**src/rtl/led_sched_pkg.sv**
```systemverilog
// rtl/led_sched_pkg.sv - shared types and helpers for the LED pattern scheduler
// Purpose: scheduler state enum, prescaler divide calculation and its sanity check.
// Ports: none (package).
package led_sched_pkg;

  typedef enum logic [1:0] {
    IDLE = 2'd0,
    PLAY = 2'd1,
    GAP  = 2'd2
  } sched_state_e;

  // Clock cycles per pattern bit.
  function automatic int calc_div(input int clk_hz, input int tick_hz);
    return clk_hz / tick_hz;
  endfunction

  // A divide below 2 would leave the tick permanently high.
  function automatic bit div_ok(input int div);
    return div >= 2;
  endfunction

endpackage

```
**src/rtl/led_tick_gen.sv**
```systemverilog
// rtl/led_tick_gen.sv - bit-rate prescaler for the LED pattern scheduler
// Purpose: counts 0..DIV-1 and pulses tick on the last count.
// Ports:
//   clk   - system clock
//   rst_n - synchronous active-low reset
//   clr   - restart the count at 0 on the next cycle
//   tick  - one-cycle pulse while the count is DIV-1
module led_tick_gen #(
  parameter int DIV = 4
) (
  input  logic clk,
  input  logic rst_n,
  input  logic clr,
  output logic tick
);

  localparam int CNT_W = $clog2(DIV);

  logic [CNT_W-1:0] cnt_q;
  logic [CNT_W-1:0] cnt_d;

  assign tick = (cnt_q == CNT_W'(DIV - 1));

  always_comb begin
    cnt_d = cnt_q;
    if (clr || tick) begin
      cnt_d = '0;
    end else begin
      cnt_d = cnt_q + 1'b1;
    end
  end

  always_ff @(posedge clk) begin
    if (!rst_n) begin
      cnt_q <= '0;
    end else begin
      cnt_q <= cnt_d;
    end
  end

endmodule

```
**src/rtl/led_pattern_scheduler.sv**
```systemverilog
// rtl/led_pattern_scheduler.sv - round-robin sharing of one status LED between requesters
// Purpose: grants the LED to one requester at a time, plays its latched pattern
//   LSB-first for HOLD_REPS repetitions, then blanks for one tick before re-arbitrating.
// Ports:
//   clk, rst_n - clock and synchronous active-low reset
//   req        - level request per requester
//   pattern    - requester i pattern at [i*PAT_W +: PAT_W]
//   grant      - one-hot current owner, zero when unowned
//   done       - one-cycle pulse when a grant ends
//   done_id    - finished owner index, valid with done
//   aborted    - grant ended by request withdrawal, valid with done
//   busy       - high while playing or blanking
//   LED        - LED drive, active high
module led_pattern_scheduler
  import led_sched_pkg::*;
#(
  parameter int CLK_HZ    = 50_000_000,
  parameter int TICK_HZ   = 8,
  parameter int N_REQ     = 4,
  parameter int PAT_W     = 8,
  parameter int HOLD_REPS = 2
) (
  input  logic                     clk,
  input  logic                     rst_n,
  input  logic [N_REQ-1:0]         req,
  input  logic [N_REQ*PAT_W-1:0]   pattern,
  output logic [N_REQ-1:0]         grant,
  output logic                     done,
  output logic [$clog2(N_REQ)-1:0] done_id,
  output logic                     aborted,
  output logic                     busy,
  output logic                     LED
);

  localparam int DIV   = calc_div(CLK_HZ, TICK_HZ);
  localparam int ID_W  = $clog2(N_REQ);
  localparam int BIT_W = (PAT_W > 1) ? $clog2(PAT_W) : 1;
  localparam int REP_W = (HOLD_REPS > 1) ? $clog2(HOLD_REPS) : 1;

  if (!div_ok(DIV)) begin : g_div_chk
    $error("led_pattern_scheduler: CLK_HZ/TICK_HZ must be >= 2");
  end

  sched_state_e     state_q, state_d;
  logic [N_REQ-1:0] grant_q, grant_d;
  logic [PAT_W-1:0] pat_q, pat_d;
  logic [BIT_W-1:0] bit_q, bit_d;
  logic [REP_W-1:0] rep_q, rep_d;
  logic [ID_W-1:0]  last_q, last_d;      // also the current owner while playing
  logic             done_q, done_d;
  logic [ID_W-1:0]  done_id_q, done_id_d;
  logic             aborted_q, aborted_d;
  logic             clr;
  logic             tick;
  logic [ID_W-1:0]  winner;

  led_tick_gen #(.DIV(DIV)) u_tick (
    .clk   (clk),
    .rst_n (rst_n),
    .clr   (clr),
    .tick  (tick)
  );

  // First set request after the previous winner, wrapping. Walking the offsets
  // from farthest to nearest lets the nearest hit overwrite the others.
  function automatic logic [ID_W-1:0] rr_pick(input logic [N_REQ-1:0] r,
                                              input logic [ID_W-1:0]  last);
    logic [ID_W-1:0] w;
    logic [ID_W-1:0] cand;
    w = last;
    for (int k = N_REQ; k >= 1; k--) begin
      cand = ID_W'((int'(last) + k) % N_REQ);
      if (r[cand]) w = cand;
    end
    return w;
  endfunction

  assign winner = rr_pick(req, last_q);

  always_comb begin
    state_d   = state_q;
    grant_d   = grant_q;
    pat_d     = pat_q;
    bit_d     = bit_q;
    rep_d     = rep_q;
    last_d    = last_q;
    done_d    = 1'b0;
    done_id_d = done_id_q;
    aborted_d = aborted_q;
    clr       = 1'b0;
    unique case (state_q)
      IDLE: begin
        if (|req) begin
          grant_d         = '0;
          grant_d[winner] = 1'b1;
          pat_d           = pattern[int'(winner)*PAT_W +: PAT_W];
          bit_d           = '0;
          rep_d           = '0;
          last_d          = winner;
          state_d         = PLAY;
          clr             = 1'b1;
        end
      end
      PLAY: begin
        if (tick) begin
          // Withdrawal is only observed on tick boundaries and wins over completion.
          if (!req[last_q] ||
              (bit_q == BIT_W'(PAT_W - 1) && rep_q == REP_W'(HOLD_REPS - 1))) begin
            state_d   = GAP;
            grant_d   = '0;
            done_d    = 1'b1;
            done_id_d = last_q;
            aborted_d = !req[last_q];
            clr       = 1'b1;
          end else if (bit_q == BIT_W'(PAT_W - 1)) begin
            bit_d = '0;
            rep_d = rep_q + 1'b1;
          end else begin
            bit_d = bit_q + 1'b1;
          end
        end
      end
      GAP: begin
        if (tick) state_d = IDLE;
      end
      default: state_d = IDLE;
    endcase
  end

  always_ff @(posedge clk) begin
    if (!rst_n) begin
      state_q   <= IDLE;
      grant_q   <= '0;
      pat_q     <= '0;
      bit_q     <= '0;
      rep_q     <= '0;
      last_q    <= ID_W'(N_REQ - 1);
      done_q    <= 1'b0;
      done_id_q <= '0;
      aborted_q <= 1'b0;
    end else begin
      state_q   <= state_d;
      grant_q   <= grant_d;
      pat_q     <= pat_d;
      bit_q     <= bit_d;
      rep_q     <= rep_d;
      last_q    <= last_d;
      done_q    <= done_d;
      done_id_q <= done_id_d;
      aborted_q <= aborted_d;
    end
  end

  assign grant   = grant_q;
  assign done    = done_q;
  assign done_id = done_id_q;
  assign aborted = aborted_q;
  assign busy    = (state_q != IDLE);
  assign LED     = (state_q == PLAY) && pat_q[bit_q];

endmodule

```
**config.mk**
```make
export PLATFORM = sky130hd
export DESIGN_NAME = led_pattern_scheduler
export DESIGN_NICKNAME = d
export VERILOG_FILES = /design/src/rtl/led_sched_pkg.sv /design/src/rtl/led_tick_gen.sv /design/src/rtl/led_pattern_scheduler.sv
export SDC_FILE = /design/constraint.sdc
export NUM_CORES = 1
export LEC_CHECK = 0
export CELL_PAD_IN_SITES_DETAIL_PLACEMENT = 2
export CELL_PAD_IN_SITES_GLOBAL_PLACEMENT = 2
export CORE_MARGIN = 4
export CORE_UTILIZATION = 30
export CTS_BUF_LIST = sky130_fd_sc_hd__clkbuf_16
export DETAILED_ROUTE_END_ITERATION = 6
export GPL_TIMING_DRIVEN = 0
export PLACE_DENSITY_LB_ADDON = 0.2
export SYNTH_ARGS = -nofsm -noshare
export SYNTH_HDL_FRONTEND = slang
export SYNTH_SLANG_ARGS = --single-unit
```
**constraint.sdc**
```tcl
create_clock -name clk -period 5.9 [get_ports clk]
set_input_delay 1.18 -clock clk [delete_from_list [all_inputs] [get_ports clk]]
set_output_delay 1.18 -clock clk [all_outputs]
set_load 0.005 [all_outputs]
```
## Word level (Yosys, flattened, before mapping)

Cells that the tools add are included.

- Bitwise logic cells: 1
- Add/sub/neg operators: 7
- Multiplexer cells: 41
- $lt $le $gt $ge: 8
- Equal/unequal tests: 10
- Reduce and logical (&&, ||, !) cells: 18
- Shift-type cells: 1

Operator list:

| cell | count |
|---|---|
| variable part select 32 x 6 -> 8 bit | 1 |
| adder 23 x 1 -> 23 bit, second input constant | 1 |
| == test 23 bit, second input constant | 1 |
| less-than comparator 2 x 3 -> 1 bit, second input constant | 6 |
| 2-to-1 mux 2 bit | 8 |
| 2-to-1 mux 1 bit | 14 |
| 2-to-1 mux 3 bit | 4 |
| 2-to-1 mux 4 bit | 3 |
| AND reduction 4 bit | 3 |
| binary-select mux 1 bit (select 2 bit) | 5 |
| inequality test 2 bit, second input constant | 4 |
| case mux 4 bit (2 select lines) | 1 |
| case mux 2 bit (3 select lines) | 1 |
| case mux 3 bit (2 select lines) | 1 |
| AND reduction 5 bit | 1 |
| adder 2 x 1 -> 2 bit, second input constant | 2 |
| adder 2 bit, second input constant | 2 |
| less-than comparator 3 x 4 -> 1 bit, second input constant | 1 |
| inequality test 2 x 1 -> 1 bit, second input constant | 2 |
| case mux 1 bit (2 select lines) | 2 |
| AND reduction 2 bit | 2 |
| nonzero test 2 bit | 2 |
| OR reduction 4 bit | 1 |
| adder 3 x 1 -> 3 bit, second input constant | 1 |
| other kinds (14) | 17 |

- Register bits after elaboration: 47
- Output and inout port bits: 10
- Input bits: 38
- Word-level logic and storage cells: 96

## Logic depth before layout (Yosys ltp)

- Word-level depth: 13
- Gate-level depth with buffers: 9
- Gate-level depth less buffers: 7

## Cells and area by module

A second synthesis with hierarchy kept.

- Cells, all modules: 277
- Area total of the unflattened synthesis: 2570.0 um^2

By module, submodules not included:

| module | cells each | instances | seq. area each (um^2) | area an instance (um^2) |
|---|---|---|---|---|
| led_pattern_scheduler | 157 | 1 | 480.5 | 1400.1 |
| led_tick_gen | 120 | 1 | 460.4 | 1169.9 |

## Worst setup path after synthesis

No wires, ideal clock.

- Path type: input-to-reg
- Start: in req[3]
- End: reg grant_q[0] (netlist: grant[0])
- Library setup time: 0.117 ns
- Path slack: 3.124 ns
- Required time: 5.783 ns
- Stages on the path: 6
- Arrival time: 2.659 ns
- Buffers on the path: 1
- Path through: mux4_2 a21boi_1 or3_1 buf_2 and2_4 a22o_1

- Word-level cells in the longest chain between the ends: 12
- Elaborated cells between the ends (all ways): 27
- Classes of those cells: 2 x order compare; 2 x eq/ne; 18 x mux; 5 x reduce/logical

Ends and longest elaborated chain:

| item | RTL line | text |
|---|---|---|
| start, declared | led_pattern_scheduler.sv:25 | `input logic [N_REQ-1:0] req,` |
| binary-select mux 1 bit (select 2 bit) | led_pattern_scheduler.sv:73 | `if (r[cand]) w = cand;` |
| 2-to-1 mux 1 bit (not written as such) | led_pattern_scheduler.sv:73 |  |
| 2-to-1 mux 2 bit (4 in series) | led_pattern_scheduler.sv:73 |  |
| less-than comparator 2 x 3 -> 1 bit (not written as such) or greater-or-equal comparator 2 x 1 -> 1 bit (tied branches) | led_pattern_scheduler.sv:95 | `grant_d[winner] = 1'b1;` |
| logical AND 1 bit (not written as such) | led_pattern_scheduler.sv:95 |  |
| 2-to-1 mux 1 bit (not written as such) | led_pattern_scheduler.sv:95 |  |
| demux 1 bit (select 2 bit) | led_pattern_scheduler.sv:95 |  |
| 2-to-1 mux 4 bit | led_pattern_scheduler.sv:93 | `if (\|req) begin` |
| case mux 4 bit (2 select lines) | led_pattern_scheduler.sv:91 | `unique case (state_q)` |
| end signal, assigned | led_pattern_scheduler.sv:143 | `grant_q <= grant_d;` |
| end, declared | led_pattern_scheduler.sv:45 | `logic [N_REQ-1:0] grant_q, grant_d;` |

Parallel ways exist; a longest one is shown, timed or not. The select of a mux whose other input is x is not followed.
A chain may end at the register's enable or synchronous reset.

## Worst setup path in the final report

- Start: in req[3]
- End: reg pat_q[4]

- Word-level cells in the longest chain between the ends: 7
- Elaborated cells between the ends (all ways): 15
- Classes of those cells: 1 x shift; 12 x mux; 2 x reduce/logical

Ends and longest elaborated chain:

| item | RTL line | text |
|---|---|---|
| binary-select mux 1 bit (select 2 bit) | led_pattern_scheduler.sv:73 |  |
| 2-to-1 mux 1 bit (not written as such) | led_pattern_scheduler.sv:73 |  |
| 2-to-1 mux 2 bit (4 in series) | led_pattern_scheduler.sv:73 |  |
| variable part select 32 x 6 -> 8 bit | led_pattern_scheduler.sv:96 | `pat_d = pattern[int'(winner)*PAT_W +: PAT_W];` |
| end signal, assigned | led_pattern_scheduler.sv:144 | `pat_q <= pat_d;` |
| end, declared | led_pattern_scheduler.sv:46 | `logic [PAT_W-1:0] pat_q, pat_d;` |

Parallel ways exist; a longest one is shown, timed or not. The select of a mux whose other input is x is not followed.

==> results.md <==
| Step | Parameter | This run |
| --- | --- | --- |
| global route | Largest net degree at the start of global routing | 14 |
| cts | Clock root buffer | clkbuf_16 |
| placement | IO Port Bufs | 47 |
| die | Placeable core region | 7730 um2 |
| flow run | Maximum capacitance violations | 0 |
| die | DIE HEIGHT | 97.0 um |
| timing | Hold slack | 0.455 ns |
| placement | Weighted congestion at the end of routability-driven global placement | 0.713 |
| global route | Overall Global Routing Usage | 16.0% |
| final layout | Number of standard cells in the layout, taps in and fillers out | 427 |
| die | Die area | 9420 um2 |
| global route | Global route overflow | 0 |
| timing | Min cycle time layout | 3.46 ns |
| cts | Post-CTS setup repair buffer count | 0 |
| critical path | Critical path class | input pin to flop |
| final layout | Number of antenna cells inserted | 0 |
| timing | Final Skew | 0.00591 ns |
| logic synthesis | Top flip-flop cell by instance count after synthesis | dfxtp_1 |
| global route | Vias in the first global route | 2471 |
| critical path | Critical path endpoint category | flop |
| cts | Clk buf depth | 2 |
| logic synthesis | Number of synthesis warnings | 0 |
| logic synthesis | Post-synthesis xor/xnor area fraction | 7.73% |
| detailed routing | Routed length per instance | 16.7 um |
| min path | Path class of the lowest-slack min-delay path | flop to flop |
| detailed routing | Antenna violation net count after detailed routing | 0 |
| cts | CTS buffer count | 5 |
| logic synthesis | Post-Syn Area | 2380 um2 |
| logic synthesis | Flop and latch count out of synthesis | 47 |
| final layout | Storage element area | 941 um2 |
| logic synthesis | Syn Inst Count | 270 |
| timing | Total Negative Setup Slacks | 0 ns |
| die | Number of rows created at floorplan | 32 |
| cts | CTS hold repair buffers | 0 |
| detailed routing | Total vias in the final route | 2235 |
| logic synthesis | Post-synthesis adder-cell area fraction | 1.58% |
| critical path | Arrival time of data at the critical path endpoint | 3.61 ns |
| timing | Final Cycle Share | 58.6% |
| logic synthesis | Synth async-reset ratio | 0% |
| logic synthesis | Largest family of logic cells by synthesized area | simple AND/OR/NAND/NOR gates |
| power and ir drop | Leakage Power | 1.09 nW |
| critical path | Peak fanout along the critical path | 10 |
| cts | Clock-pin slew on the worst setup and hold paths | 0.06 ns |
| global route | Global Route met3 Usage | 3.53% |
| critical path | Required time of the critical path | 6.05 ns |
| placement | DP Cell Count | 419 |
| cts | H-Tree Level Count | 2 |
| cts | Clock latency reported for the late side of the worst-skew pair | 0.28 ns |
| timing | RSZ-0062 raised after global routing | false |
| placement | Detail Placement HPWL | 5660 um |
| final layout | Number of fill cells in the layout | 898 |
| die | Initial Util | 30.8% |
| critical path | CP startpoint kind | input pin |
| final layout | Post-synthesis to final-layout area growth | 30.9% |
| logic synthesis | Multiplexer fraction of the synthesized cell area | 9.57% |
| power and ir drop | Maximum VDD drop | 98.6 uV |
| die | DIE WIDTH | 97.0 um |
| global route | GRT busiest layer | met2 |
| final layout | Number of nets in the layout | 365 |
| timing | Measured slew at the worst slew-check pin | 1.08 ns |
| detailed routing | DR DRC count | 0 |
| cts | Total clock sinks | 47 |
| timing | Number of slew-limit violations in the final report | 0 |
| logic synthesis | Count of flip-flops with a built-in enable after synthesis | 0 |
| final layout | Commonest non-fill, non-tap cells in the layout | 47 x dfxtp_1, 47 x clkdlybuf4s50_1, 39 x nor2_1, 20 x nand3_1, 15 x nand2_1 |
| critical path | Worst path slowest cell | clkdlybuf4s50_1 |
| detailed routing | Total detailed-routing wirelength | 7150 um |
| die | Boundary Pins | 48 |
| global route | Global-route wire length before repair | 12400 um |
| logic synthesis | Area fraction in compound gates after synthesis | 12.1% |
| detailed routing | Via-per-instance ratio | 5.23 |
| timing | Relative max-transition margin | 27.0% |
| timing | Achievable Freq | 289 MHz |
| detailed routing | Initial drt markers | 60 |
| logic synthesis | Syn_nets | 311 |
| global route | Met2 capacity usage during global routing | 27.5% |
| cts | Number of gates resized after cts | 0 |
| timing | Setup-failing EPs final | 0 |
| timing | Number of hold-slack violations in the final timing report | 0 |
| outcome | Run status | complete, no violations |
| final layout | Multi-input logic area | 1370 um2 |
| critical path | Maximum cell stage delay along the critical path | 0.58 ns |
| logic synthesis | Distinct cells, synth | 49 |
| power and ir drop | Areal power density over the cells | 229 nW/um2 |
| cts | Clock tree from TritonCTS | yes |
| logic synthesis | Average size of a mapped cell | 8.81 um2 |
| detailed routing | Number of iterations in the first detailed-routing pass | 5 |
| global route | Met1 Track Usage GR | 20.7% |
| critical path | Critical path's most frequent cell | o21ai_1 |
| critical path | Cells along the critical path | clkdlybuf4s50_1 -> nor2b_1 -> o21ai_1 -> o21ai_1 -> buf_2 -> mux2_2 -> a222oi_1 -> a21oi_1 |
| final layout | Layout cell share with drive strength beyond 1 | 7.38% |
| logic synthesis | Proportion of synthesized chip area in sequential cells | 39.6% |
| logic synthesis | Fraction of the mapped netlist area in simple logic gates | 26.7% |
| global route | Antenna violations before repair | 0 |
==> power by group <==
group / switching [mW] / internal [mW]
clock network: 0.115 / 0.153
registers: 0.00757 / 0.328
logic: 0.0523 / 0.0591
total: 0.174 / 0.540
==> cells by family (layout without fill, tap and decap cells) <==
group | after synthesis | count (layout)
xor gates and xnor gates | 21 | 21
adders and majority gates | 3 | 3
AOI/OAI and AO/OA | 45 | 45
buffers and inverters | 15 | 70
and+or+nand+nor | 121 | 121
muxes | 18 | 18
DFF | 47 | 47
==> cells in the mapped netlist (all sizes together) (2+ instances only) <==
cell type	number	area (um2)
nand3	21	110
nor2	39	146
nor2b	3	18.8
mux2i	7	70.1
mux4	3	67.6
or3	2	12.5
nand2	15	56.3
dfxtp	47	941
nor4	2	12.5
nand2b	7	43.8
and4	2	17.5
nand4	7	43.8
and2	3	21.3
ha	3	37.5
inv	2	7.51
xnor2	9	78.8
and3	5	31.3
o21ai	17	85.1
buf	3	21.3
xor2	12	105
mux2	8	90.1
a222oi	6	60.1
clkbuf	9	33.8
a21oi	12	60.1
nor3	8	45.0
==> layer usage <==
metal	vias up	routed length (um)
met2	17	3570
met5	-	0
met1	1133	3410
met3	4	131
met4	0	37
li1	1081	-
==> final cells by class <==
| class | instances | share of cell area, % |
|---|---|---|
| Multi-Input combinational cell | 208 | 44.1 |
| Sequential cell | 47 | 30.2 |
| Timing Repair Buffer | 47 | 15.1 |
| Tap cell | 102 | 4.10 |
| Clock buffer | 5 | 4.02 |
| Buffer | 12 | 1.77 |
| Clock inverter | 3 | 0.362 |
| Inverter | 3 | 0.362 |
==> metrics by stage <==
| step | instance area, um2 | utilization [%] | setup WS (ns) | total power, mW |
|---|---|---|---|---|
| 2_1_floorplan | 2380 | - | 3.12 | 0.401 |
| 3_3_place_gp | 2980 | 38.5 | 2.15 | 0.452 |
| 3_5_place_dp | 2980 | 38.5 | 2.07 | 0.456 |
| 4_1_cts | 3110 | 40.3 | 2.37 | 0.726 |
| 5_1_grt | 3110 | 40.3 | 2.24 | 0.756 |
| 6_report | 3110 | 40.3 | 2.44 | 0.714 |
==> critical path, delay by kind of cell <==
family	cells	cell delay, ns
AOI/OAI and AO/OA	4	0.75
buffers and inverters	2	0.93
and+or+nand+nor	1	0.37
muxes	1	0.37
==> sequential cells by signal (all words and copies together) (netlist names), 2 cells and up <==
signal	flops
done_id	2
bit_q	3
state_q	2
last_q	2
grant	4
pat_q	8
u_tick.cnt_q	23
==> path summary, 6_finish.rpt <==
| path | startpoint | to | slack [ns] | depth (start not counted) |
|---|---|---|---|---|
| min | grant[1] | grant[1] | 0.46 | 1 |
| max | req[3] | pat_q[4] | 2.44 | 8 |
| max reg2reg | last_q[0] | pat_q[4] | 3.48 | 7 |
| min reg2reg | grant[1] | grant[1] | 0.46 | 1 |
No activity file was read; power rests on OpenSTA's default activity.
